`src/rtl/power_iter_pkg.sv`:
```
// Shared types for the iterative power unit: FSM state encoding.
package power_iter_pkg;

    typedef enum logic [1:0] {
        IDLE = 2'd0,
        MULT = 2'd1,
        DONE = 2'd2
    } state_e;

endpackage

```
`src/rtl/power_iter_mul.sv`:
```
// Combinational OUT_W x IN_W multiplier shared by every iteration of power_iter.
module power_iter_mul #(
    parameter int IN_W  = 8,
    parameter int OUT_W = 24
) (
    input  logic [OUT_W-1:0] acc,
    input  logic [IN_W-1:0]  base,
    output logic [OUT_W-1:0] prod,
    output logic             hi_nz
);

    logic [OUT_W+IN_W-1:0] full_s;

    // Full-width product; anything above OUT_W flags overflow.
    always_comb begin
        full_s = {{IN_W{1'b0}}, acc} * {{OUT_W{1'b0}}, base};
        prod   = full_s[OUT_W-1:0];
        hi_nz  = |full_s[OUT_W+IN_W-1:OUT_W];
    end

endmodule

```
`src/rtl/power_iter.sv`:
```
// Iterative unsigned power unit: out_data = in_data ** in_exp using one shared
// multiplier, one multiply per cycle, with wrap or saturate on overflow.
module power_iter
    import power_iter_pkg::*;
#(
    parameter int IN_W  = 8,
    parameter int EXP_W = 3,
    parameter int OUT_W = 24,
    parameter int SAT   = 0
) (
    input  logic             clk,
    input  logic             rst,
    input  logic             in_valid,
    output logic             in_ready,
    input  logic [IN_W-1:0]  in_data,
    input  logic [EXP_W-1:0] in_exp,
    output logic             out_valid,
    input  logic             out_ready,
    output logic [OUT_W-1:0] out_data,
    output logic             out_ovf,
    output logic             busy
);

    localparam logic [EXP_W-1:0] CNT_ZERO = {EXP_W{1'b0}};
    localparam logic [EXP_W-1:0] CNT_ONE  = EXP_W'(1);
    localparam logic [OUT_W-1:0] ACC_ONE  = OUT_W'(1);
    localparam logic [OUT_W-1:0] ACC_ONES = {OUT_W{1'b1}};
    localparam logic [OUT_W-1:0] ACC_ZERO = {OUT_W{1'b0}};
    localparam logic [IN_W-1:0]  BASE_ZERO = {IN_W{1'b0}};

    state_e            state_q, state_d;
    logic [OUT_W-1:0]  acc_q, acc_d;
    logic [IN_W-1:0]   base_q, base_d;
    logic [EXP_W-1:0]  cnt_q, cnt_d;
    logic              ovf_q, ovf_d;

    logic [OUT_W-1:0]  prod_s;
    logic              hi_nz_s;
    logic              accept_s;

    power_iter_mul #(
        .IN_W  (IN_W),
        .OUT_W (OUT_W)
    ) u_mul (
        .acc   (acc_q),
        .base  (base_q),
        .prod  (prod_s),
        .hi_nz (hi_nz_s)
    );

    assign accept_s = (state_q == IDLE) && in_valid;

    // FSM state register.
    always_ff @(posedge clk) begin
        if (rst) begin
            state_q <= IDLE;
        end else begin
            state_q <= state_d;
        end
    end

    // FSM next-state logic.
    always_comb begin
        state_d = state_q;
        case (state_q)
            IDLE: begin
                if (accept_s) begin
                    state_d = (in_exp == CNT_ZERO) ? DONE : MULT;
                end else begin
                    state_d = IDLE;
                end
            end
            MULT: begin
                if (cnt_q == CNT_ONE) begin
                    state_d = DONE;
                end else begin
                    state_d = MULT;
                end
            end
            DONE: begin
                if (out_ready) begin
                    state_d = IDLE;
                end else begin
                    state_d = DONE;
                end
            end
            default: state_d = IDLE;
        endcase
    end

    // Datapath registers: accumulator, latched base, remaining count, sticky overflow.
    always_ff @(posedge clk) begin
        if (rst) begin
            acc_q  <= ACC_ONE;
            base_q <= BASE_ZERO;
            cnt_q  <= CNT_ZERO;
            ovf_q  <= 1'b0;
        end else begin
            acc_q  <= acc_d;
            base_q <= base_d;
            cnt_q  <= cnt_d;
            ovf_q  <= ovf_d;
        end
    end

    // Datapath next-state: operands only load on accept, so input changes mid-flight are ignored.
    always_comb begin
        acc_d  = acc_q;
        base_d = base_q;
        cnt_d  = cnt_q;
        ovf_d  = ovf_q;
        case (state_q)
            IDLE: begin
                if (accept_s) begin
                    acc_d  = ACC_ONE;
                    base_d = in_data;
                    cnt_d  = in_exp;
                    ovf_d  = 1'b0;
                end else begin
                    acc_d  = acc_q;
                end
            end
            MULT: begin
                acc_d = prod_s;
                ovf_d = ovf_q | hi_nz_s;
                cnt_d = cnt_q - CNT_ONE;
            end
            DONE: begin
                acc_d = acc_q;
            end
            default: begin
                acc_d = acc_q;
            end
        endcase
    end

    // FSM outputs; rst forces the idle-style values immediately.
    always_comb begin
        in_ready  = 1'b0;
        out_valid = 1'b0;
        busy      = 1'b0;
        out_data  = ACC_ZERO;
        out_ovf   = 1'b0;
        if (rst) begin
            in_ready = 1'b0;
        end else begin
            case (state_q)
                IDLE: begin
                    in_ready = 1'b1;
                end
                MULT: begin
                    busy = 1'b1;
                end
                DONE: begin
                    busy      = 1'b1;
                    out_valid = 1'b1;
                    out_ovf   = ovf_q;
                    if ((SAT != 0) && ovf_q) begin
                        out_data = ACC_ONES;
                    end else begin
                        out_data = acc_q;
                    end
                end
                default: begin
                    in_ready = 1'b0;
                end
            endcase
        end
    end

endmodule

```
`config.mk`:
```
export PLATFORM = sky130hd
export DESIGN_NAME = power_iter
export DESIGN_NICKNAME = d
export VERILOG_FILES = /design/src/rtl/power_iter_pkg.sv /design/src/rtl/power_iter_mul.sv /design/src/rtl/power_iter.sv
export SDC_FILE = /design/constraint.sdc
export NUM_CORES = 1
export LEC_CHECK = 0
export ABC_CLOCK_PERIOD_IN_PS = 8200
export BUFFER_PORTS_ARGS = -buffer_cell sky130_fd_sc_hd__buf_2
export CORE_MARGIN = 10
export CORE_UTILIZATION = 65
export CTS_CLUSTER_SIZE = 12
export DETAILED_ROUTE_END_ITERATION = 12
export GPL_ROUTABILITY_DRIVEN = 0
export GPL_TIMING_DRIVEN = 0
export PLACE_DENSITY = 0.84
export SYNTH_ARGS = -nofsm -noshare
export SYNTH_HDL_FRONTEND = slang
export SYNTH_SLANG_ARGS = --single-unit
export TNS_END_PERCENT = 100
```
`constraint.sdc`:
```
create_clock -name clk -period 8.2 [get_ports clk]
set_input_delay 0.82 -clock clk [delete_from_list [all_inputs] [get_ports clk]]
set_output_delay 0.82 -clock clk [all_outputs]
set_load 0.03 [all_outputs]
```
# ---- Word-level counts from Yosys, hierarchy flattened
# Index checks and enable logic that the tools add are counted.
dict set report totals {
  ff_bits 38
  out_inout_bits 28
}
dict set report classes {
  addsub 1
  mul 1
  n_eq_ne 4
  n_mux 21
  bitwise_logic 1
  reduce_logical 8
}
# op n
set op_table {}
lappend op_table {{$mux W24} 3}
lappend op_table {{$pmux W24 S2} 1}
lappend op_table {{$mul A24 B8 Y32} 1}
lappend op_table {{$mux W1} 9}
lappend op_table {{$mux W2} 4}
lappend op_table {{$reduce_or A8 Y1} 1}
lappend op_table {{$pmux W2 S3} 1}
lappend op_table {{$pmux W3 S2} 1}
lappend op_table {{$reduce_and A2 Y1} 2}
lappend op_table {{$eq A3 B1 Y1 const B} 1}
lappend op_table {{$logic_not A3 Y1} 1}
lappend op_table {{$mux W3} 1}
lappend op_table {{$sub A3 B1 Y3 const B} 1}
lappend op_table {{$eq A2 B1 Y1 const B} 1}
lappend op_table {{$eq A2 B2 Y1 const B} 1}
lappend op_table {{$logic_not A2 Y1} 1}
lappend op_table {{$ne A2 B2 Y1 const B} 1}
lappend op_table {{$pmux W1 S2} 1}
lappend op_table {{$reduce_bool A2 Y1} 1}
lappend op_table {{$reduce_or A2 Y1} 1}
lappend op_table {{$logic_and A1 B1 Y1} 1}
lappend op_table {{$or A1 B1 Y1} 1}

# ---- Depth between registers and ports, before layout
# Gate-level depths: netlist (run 1).
dict set report depth {
  word_depth 4
  ltp_mapped 20
  ltp_nobuf 19
}

# ---- Hierarchy
# From an unflattened synthesis (run 1), not the netlist that was laid out.
dict set report hier_totals {
  cells_unflattened 915
  area_unflattened_um2 7896.3
}
# module n_inst cells_per_inst area_each_um2 seq_area_each_um2
set by_module_without_submodules {}
lappend by_module_without_submodules {power_iter_mul 1 698 6072.1 0.0}
lappend by_module_without_submodules {power_iter 1 217 1824.2 760.7}

# ---- Least setup slack after synthesis (run 1)
# Ideal clock, no wire load.
dict set report synth_timing {
  path_type {reg2reg}
  from {register base_q[2]}
  to {register ovf_q}
  t_arrival_ps 4659
  path_slack_ps 3414
  stages_incl_launch_ff 20
  path_buffers 1
  path_cell_list {dfxtp_1 > clkbuf_1 > nand2_1 > fa_1 > fa_1 > inv_1 > fa_1 > inv_1 > fa_1 > inv_1 > ha_1 > a21oi_2 > o221ai_2 > o31ai_2 > a211oi_2 > nor4_4 > o21a_1 > nor3_1 > nor4b_2 > a21oi_1}
}
dict set report synth_between {
  elab_chain_len 4
}
# item line
set synth_lines {}
lappend synth_lines {{start, declared} power_iter.sv:33} ;# logic [IN_W-1:0] base_q, base_d;
lappend synth_lines {{start signal, assigned} power_iter.sv:100} ;# base_q <= base_d;
lappend synth_lines {{$mul A24 B8 Y32} power_iter_mul.sv:16} ;# full_s = {{IN_W{1'b0}}, acc} * {{OUT_W{1'b0}}, base};
lappend synth_lines {{$reduce_or A8 Y1} power_iter_mul.sv:18} ;# hi_nz = |full_s[OUT_W+IN_W-1:OUT_W];
lappend synth_lines {{$or A1 B1 Y1} power_iter.sv:125} ;# ovf_d = ovf_q | hi_nz_s;
lappend synth_lines {{$pmux W1 S2} power_iter.sv:112} ;# case (state_q)
lappend synth_lines {{end signal, assigned} power_iter.sv:102} ;# ovf_q <= ovf_d;
lappend synth_lines {{end, declared} power_iter.sv:35} ;# logic ovf_q, ovf_d;
# Every way passes these cells.
# A chain may end at the register's enable or synchronous reset.

# ---- Final worst setup path (run 1)
dict set report layout_timing {
  from {register base_q[5]}
  to {register ovf_q}
}
# Same word-level chain as after synthesis.

==> results of run 1 <==
==> metrics by stage <==
stage               hold slack (ps)  utilization  instances  power, uW  instance area (sq um)
finish                          452        0.713       1089        485                   8210
global route                    496        0.713       1089        502                   8210
CTS                             453        0.713       1089        478                   8210
detailed placement              446        0.701       1082        300                   8070
global placement                440        0.701       1082        298                   8070
floorplan                       432            -        897        260                   7680
==> cell type report <==
type / instances / area share
well taps: 143 / 0.0218
multi-input cells: 695 / 0.768
clock inverters: 2 / 0.00122
plain buffers: 35 / 0.0166
clock buffers: 5 / 0.0152
inverters: 129 / 0.0590
repair buffers: 42 / 0.0256
flip-flops and latches: 38 / 0.0927
==> power by group <==
part | internal, uW | switching (uW)
Sequential | 191 | 12.5
Combinational | 26.6 | 70.3
Clock | 110 | 75.2
==> state kept, by name, indices dropped and copies added (netlist names) <==
register and cells:
base_q 8, cnt_q 3, state_q 2, ovf_q 1, acc_q 24
==> path summary, 6_finish.rpt <==
| kind | from | to | slack [ps] |
|---|---|---|---|
| worst max-delay path | base_q[5]$_SDFFE_PP0P_ | ovf_q$_SDFFE_PP0P_ | 2260 |
| worst min-delay path | cnt_q[1]$_SDFFE_PP0P_ | cnt_q[1]$_SDFFE_PP0P_ | 450 |
| worst max register to register | base_q[5]$_SDFFE_PP0P_ | ovf_q$_SDFFE_PP0P_ | 2260 |
| worst min register to register | cnt_q[1]$_SDFFE_PP0P_ | cnt_q[1]$_SDFFE_PP0P_ | 450 |
==> per-layer routing <==
| layer | vias up | track usage | wire length (um) |
|---|---|---|---|
| li1 | 2927 | - | - |
| met1 | 3213 | 0.317 | 8230 |
| met2 | 276 | 0.398 | 9150 |
| met3 | 40 | 0.0550 | 1760 |
| met4 | 0 | 0.0789 | 538 |
| met5 | - | 0 | 0 |
==> kinds of logic (layout without fill, tap and decap cells) <==
logic type,after synthesis,in the layout,synth area share
AOI/OAI and AO/OA,123,123,0.104
xor gates and xnor gates,21,21,0.0239
adders and majority gates,190,190,0.439
buffers and inverters,164,213,0.0808
DFF,38,38,0.0990
muxes,1,1,0.00130
and+or+nand+nor,360,360,0.252
==> cells in the final DEF (no fill, tap or decap), drive strengths merged, types with 3 or more instances in the layout <==
cell type / n
nor2: 38
o21a: 4
o211ai: 3
ha: 58
o21ai: 24
xor2: 12
nor2b: 5
nor4: 4
nor3b: 5
dfxtp: 38
or3: 4
nand2: 92
a21o: 4
buf: 44
xnor2: 9
clkbuf: 38
a31oi: 3
inv: 128
and2: 179
nand3: 15
nor3: 8
fa: 132
a21oi: 47
o31ai: 3
a22oi: 16
clkinv: 3
==> critical path, delay by kind of cell (launching register included) <==
family / cells / cell delay (ps)
flops: 1 / 560
buf+inv: 4 / 820
fa+ha+maj: 5 / 2350
compound gates: 6 / 1230
simple gates: 4 / 850
==> impl_metrics.json, run 1 <==
{
  "outcome": "completed",
  "whs_path_depth": 2,
  "synthTopCellsByCount": "and2_1, fa_1, inv_1",
  "setup_ws_ps": 2260,
  "slowest_stage": "clkbuf_1",
  "cts_tree": "yes",
  "grt_pass1_wl_mm": 32.9,
  "drive_gt1_frac": 0.0666,
  "syn_nets": 1102,
  "htreeDepth": 2,
  "die-area_sq_um": 16600,
  "yosysWarnings": 0,
  "synth-main-ff-cell": "dfxtp_1",
  "netlist_top_cells_area": "fa_1, and2_1, dfxtp_1, ha_1, inv_1",
  "required_ps": 8360,
  "finalSetupTns_ps": 0,
  "firstDrtPassIters": 5,
  "clock_skew_ps": 6.49,
  "reg2reg_depth": 19,
  "portBuffers": 42,
  "critical_path_arrival_ps": 6100,
  "path_cells": "clkbuf_1, nand2_1, fa_1, fa_1, inv_1, fa_1, inv_1, fa_1, inv_1, ha_1, a21oi_2, o221ai_2, o31ai_2, a211oi_2, nor4_4, o21a_1, nor3_1, nor4b_2, a21oi_1",
  "yosysTopAreaCell": "fa_1",
  "relSlewSlack": 0.399,
  "drt_drc_violations_left": 0,
  "multi_input_area_sq_um": 6300,
  "synth_cell_types": 62,
  "die_x_um": 129,
  "dp_slack_ps": 2450,
  "yosysSeqAreaShare": 0.0990,
  "maxCapViolCount": 0,
  "async_flop_share": 0,
  "syn-cell-area_sq_um": 7680,
  "antenna_found_initial": 0,
  "insertion_delay_ps": 280,
  "n_antenna_cell": 0,
  "vias_per_cell": 5.93,
  "end_kind": "flip-flop",
  "finalHoldViolCount": 0,
  "synth_cells": 897,
  "grt.overflow.total": 0,
  "fin_nets": 1151,
  "hp-class": "flip-flop to flip-flop",
  "drtAntennaViolNets": 0,
  "grt_use_total": 0.244,
  "cts.clk_slew.worst_paths_ps": 60,
  "final.min_clock_period_ps": 5940,
  "seqCellArea_sq_um": 761,
  "crit_type": "flip-flop to flip-flop",
  "syn_area_per_cell_sq_um": 8.56,
  "synth_edf_count": 0,
  "place_hpwl_mm": 15.9,
  "root_buffer": "clkbuf_16",
  "slowest_delay_ps": 670,
  "cts.sinks": 38,
  "period_share": 0.724,
  "wl_per_cell_um": 18.1,
  "setup_viol": 0,
  "num_vias": 6456,
  "ioPinCount": 43,
  "numCtsBuffers": 5,
  "first_iter_violations": 479,
  "fmax_mhz": 168,
  "start_util": 0.667,
  "worst-path-max-fanout": 10,
  "post-synth-top-count-cell": "and2_1",
  "rsz0062_at_grt": "false",
  "postCtsSetupBuffers": 0,
  "synth_top_area_frac": 0.344,
  "cts-resized-gates": 0,
  "syn2layout_area_growth_pct": 6.83,
  "fp.coreArea_sq_um": 11500,
  "worst_pin_slew_ps": 900,
  "wl_mm": 19.7,
  "synth_seq_cells": 38,
  "cts_buffer_depth": 2,
  "p_leak_uw": 0.00414,
  "start_kind": "flip-flop",
  "ctsHoldBuffers": 0,
  "peakVddDrop_uv": 130,
  "grt_max_degree": 12,
  "p_per_area_nw_per_um2": 59.1,
  "cpMostUsedCell": "fa_1",
  "grt_pass1_vias": 6637,
  "fp-row-count": 39,
  "fill_cells": 915,
  "die_h_um": 129,
  "finalMaxSlewViolations": 0
}
Note: power is estimated with default switching activity, not from simulation.
==> run 2, diff against run 1 <==
--- a/config.mk
+++ b/config.mk
@@ -5,15 +5,15 @@
 export SDC_FILE = /design/constraint.sdc
 export NUM_CORES = 1
 export LEC_CHECK = 0
-export ABC_CLOCK_PERIOD_IN_PS = 8200
+export ABC_CLOCK_PERIOD_IN_PS = 6080
 export BUFFER_PORTS_ARGS = -buffer_cell sky130_fd_sc_hd__buf_2
 export CORE_MARGIN = 10
-export CORE_UTILIZATION = 65
+export CORE_UTILIZATION = 64
 export CTS_CLUSTER_SIZE = 12
 export DETAILED_ROUTE_END_ITERATION = 12
 export GPL_ROUTABILITY_DRIVEN = 0
 export GPL_TIMING_DRIVEN = 0
-export PLACE_DENSITY = 0.84
+export PLACE_DENSITY = 0.83
 export SYNTH_ARGS = -nofsm -noshare
 export SYNTH_HDL_FRONTEND = slang
 export SYNTH_SLANG_ARGS = --single-unit
==> constraint.sdc (replaced) <==
create_clock -name clk -period 6.08 [get_ports clk]
set_input_delay 0.608 -clock clk [delete_from_list [all_inputs] [get_ports clk]]
set_output_delay 0.608 -clock clk [all_outputs]
set_load 0.03 [all_outputs]
==> run 2 against run 1 <==
Net effect:
- total power up 39%
- critical path type unchanged
- clock power up 44%
- largest power group unchanged
- worst hold slack worse by 1.9 ps
- global-route usage up 0.56 points
- fmax up 1.6%
- die area up 1.3%
- final cell count about the same
- flip-flop and latch count unchanged
- cell area up 0.24%
==> impl_metrics.json, run 2 (synthesized netlist as in run 1, its figures left out) <==
{
  "period_share": 0.961,
  "worst_pin_slew_ps": 727,
  "firstDrtPassIters": 6,
  "report.power.total_uw": 672,
  "largest_reg_flops": 24,
  "fp-row-count": 39,
  "cts_buffer_depth": 2,
  "first_iter_violations": 600,
  "place_inst": 1082,
  "final_common_cell": "and2_1",
  "critical_path_arrival_ps": 6000,
  "start_util": 0.664,
  "path_delay_family": "adder cells",
  "syn2layout_area_growth_pct": 7.09,
  "wl_per_cell_um": 18.4,
  "htreeDepth": 2,
  "crit_type": "flip-flop to flip-flop",
  "finalHoldViolCount": 0,
  "cpMostUsedCell": "fa_1",
  "final_cell_mix": "and2_1, fa_1, inv_1",
  "peakVddDrop_uv": 154,
  "drive_gt1_frac": 0.0729,
  "fp.coreArea_sq_um": 11600,
  "hp-class": "flip-flop to flip-flop",
  "die_x_um": 130,
  "top_register": "acc_q",
  "start_kind": "flip-flop",
  "finalMaxSlewViolations": 0,
  "p_per_area_nw_per_um2": 81.7,
  "cts.clk_slew.worst_paths_ps": 60,
  "num_vias": 6435,
  "maxCapViolCount": 0,
  "final.min_clock_period_ps": 5840,
  "cts.sinks": 38,
  "n_antenna_cell": 0,
  "slowest_delay_ps": 560,
  "grt_use_total": 0.250,
  "end_kind": "flip-flop",
  "drt_drc_violations_left": 0,
  "grt_max_degree": 12,
  "die_h_um": 130,
  "fmax_mhz": 171,
  "numCtsBuffers": 5,
  "cts_tree": "yes",
  "grt_pass1_wl_mm": 33.8,
  "root_buffer": "clkbuf_16",
  "setup_viol": 0,
  "die-area_sq_um": 16800,
  "grt_pass1_vias": 6764,
  "grt.overflow.total": 0,
  "vias_per_cell": 5.90,
  "ioPinCount": 43,
  "stdcell_count": 1090,
  "path_cells": "clkbuf_1, nand2_1, fa_1, fa_1, inv_1, fa_1, inv_1, fa_1, inv_1, ha_1, a21oi_2, o221ai_2, o31ai_2, a221oi_1, o21ai_1, a21oi_1, xor2_1, nor4_1, a21oi_1",
  "worst-path-max-fanout": 10,
  "clock_skew_ps": 4.36,
  "insertion_delay_ps": 290,
  "finalSetupTns_ps": 0,
  "portBuffers": 42,
  "p_leak_uw": 0.00416,
  "drtAntennaViolNets": 0,
  "wl_mm": 20.0,
  "slowest_stage": "clkbuf_1",
  "rsz0062_at_grt": "false",
  "reg_top3": "acc_q: 24 flops, base_q: 8 flops, cnt_q: 3 flops",
  "relSlewSlack": 0.515,
  "fin_nets": 1151,
  "antenna_found_initial": 0,
  "required_ps": 6230,
  "outcome": "completed",
  "place_hpwl_mm": 16.1,
  "path_buf_inv": 4
}
run 2: changes by cell type in the layout (fill, tap and decap cells not counted):
cell / change
clkbuf_2: +6
clkbuf_1: -5
clkbuf_8: +1
clkinv_2: -1
run 2: worst paths after layout:
path,start,end,slack (ps),cells past startpoint
worst max-delay path,base_q[6]$_SDFFE_PP0P_,ovf_q$_SDFFE_PP0P_,240,19
worst max register to register,base_q[6]$_SDFFE_PP0P_,ovf_q$_SDFFE_PP0P_,240,19
worst min-delay path,cnt_q[1]$_SDFFE_PP0P_,cnt_q[1]$_SDFFE_PP0P_,450,2
worst min register to register,cnt_q[1]$_SDFFE_PP0P_,cnt_q[1]$_SDFFE_PP0P_,450,2
run 2: where the power goes:
part	total (uW)	switching [uW]	leakage, uW	internal (uW)
Combinational	131	94.5	0.00378	36.5
Sequential	274	16.5	0.000308	257
Clock	267	105	0.0000739	163
Total	672	216	0.00416	457
run 2: per-stage QoR:
stage / cell area [sq um] / utilization / worst slack [ps] / hold WS [ps]
after floorplan: 7680 / - / 1290 / 432
after global placement: 8070 / 0.698 / 370 / 441
after detailed placement: 8070 / 0.698 / 340 / 446
after CTS: 8220 / 0.711 / 284 / 454
after global routing: 8230 / 0.711 / 2.53 / 483
final: 8230 / 0.711 / 238 / 450
run 2: worst reg2reg max path, cell delays in order, from the launching register on:
cell and delay [ps]:
dfxtp_1 510, clkbuf_1 570, nand2_1 160, fa_1 510, fa_1 490, inv_1 50, fa_1 500, inv_1 60
fa_1 480, inv_1 50, ha_1 350, a21oi_2 210, o221ai_2 170, o31ai_2 390, a221oi_1 210, o21ai_1 300
a21oi_1 120, xor2_1 160, nor4_1 300, a21oi_1 130
run 2: cell type report:
| cell class | count | area, sq um |
|---|---|---|
| Buffer | 35 | 144 |
| Clock buffer | 7 | 143 |
| Clock inverter | 1 | 5.00 |
| Fill cell | 925 | 3340 |
| Inverter | 129 | 484 |
| Multi-Input combinational cell | 695 | 6300 |
| Sequential cell | 38 | 761 |
| Tap cell | 143 | 179 |
| Timing Repair Buffer | 42 | 210 |
run 2: metal layers:
metal  vias up  global-route usage  wire, um
li1       2930                   -         -
met1      3121               0.330      8070
met2       325               0.413      9280
met3        59              0.0461      2050
met4         0              0.0701       625
met5         -                   0         0
run 2: what timing repair did:
item,4_1_cts,5_1_grt
hold buffers,0,0
setup endpoints to repair,0,1
gates resized for setup,0,12
buffers inserted,0,0
hold endpoints to repair,0,0
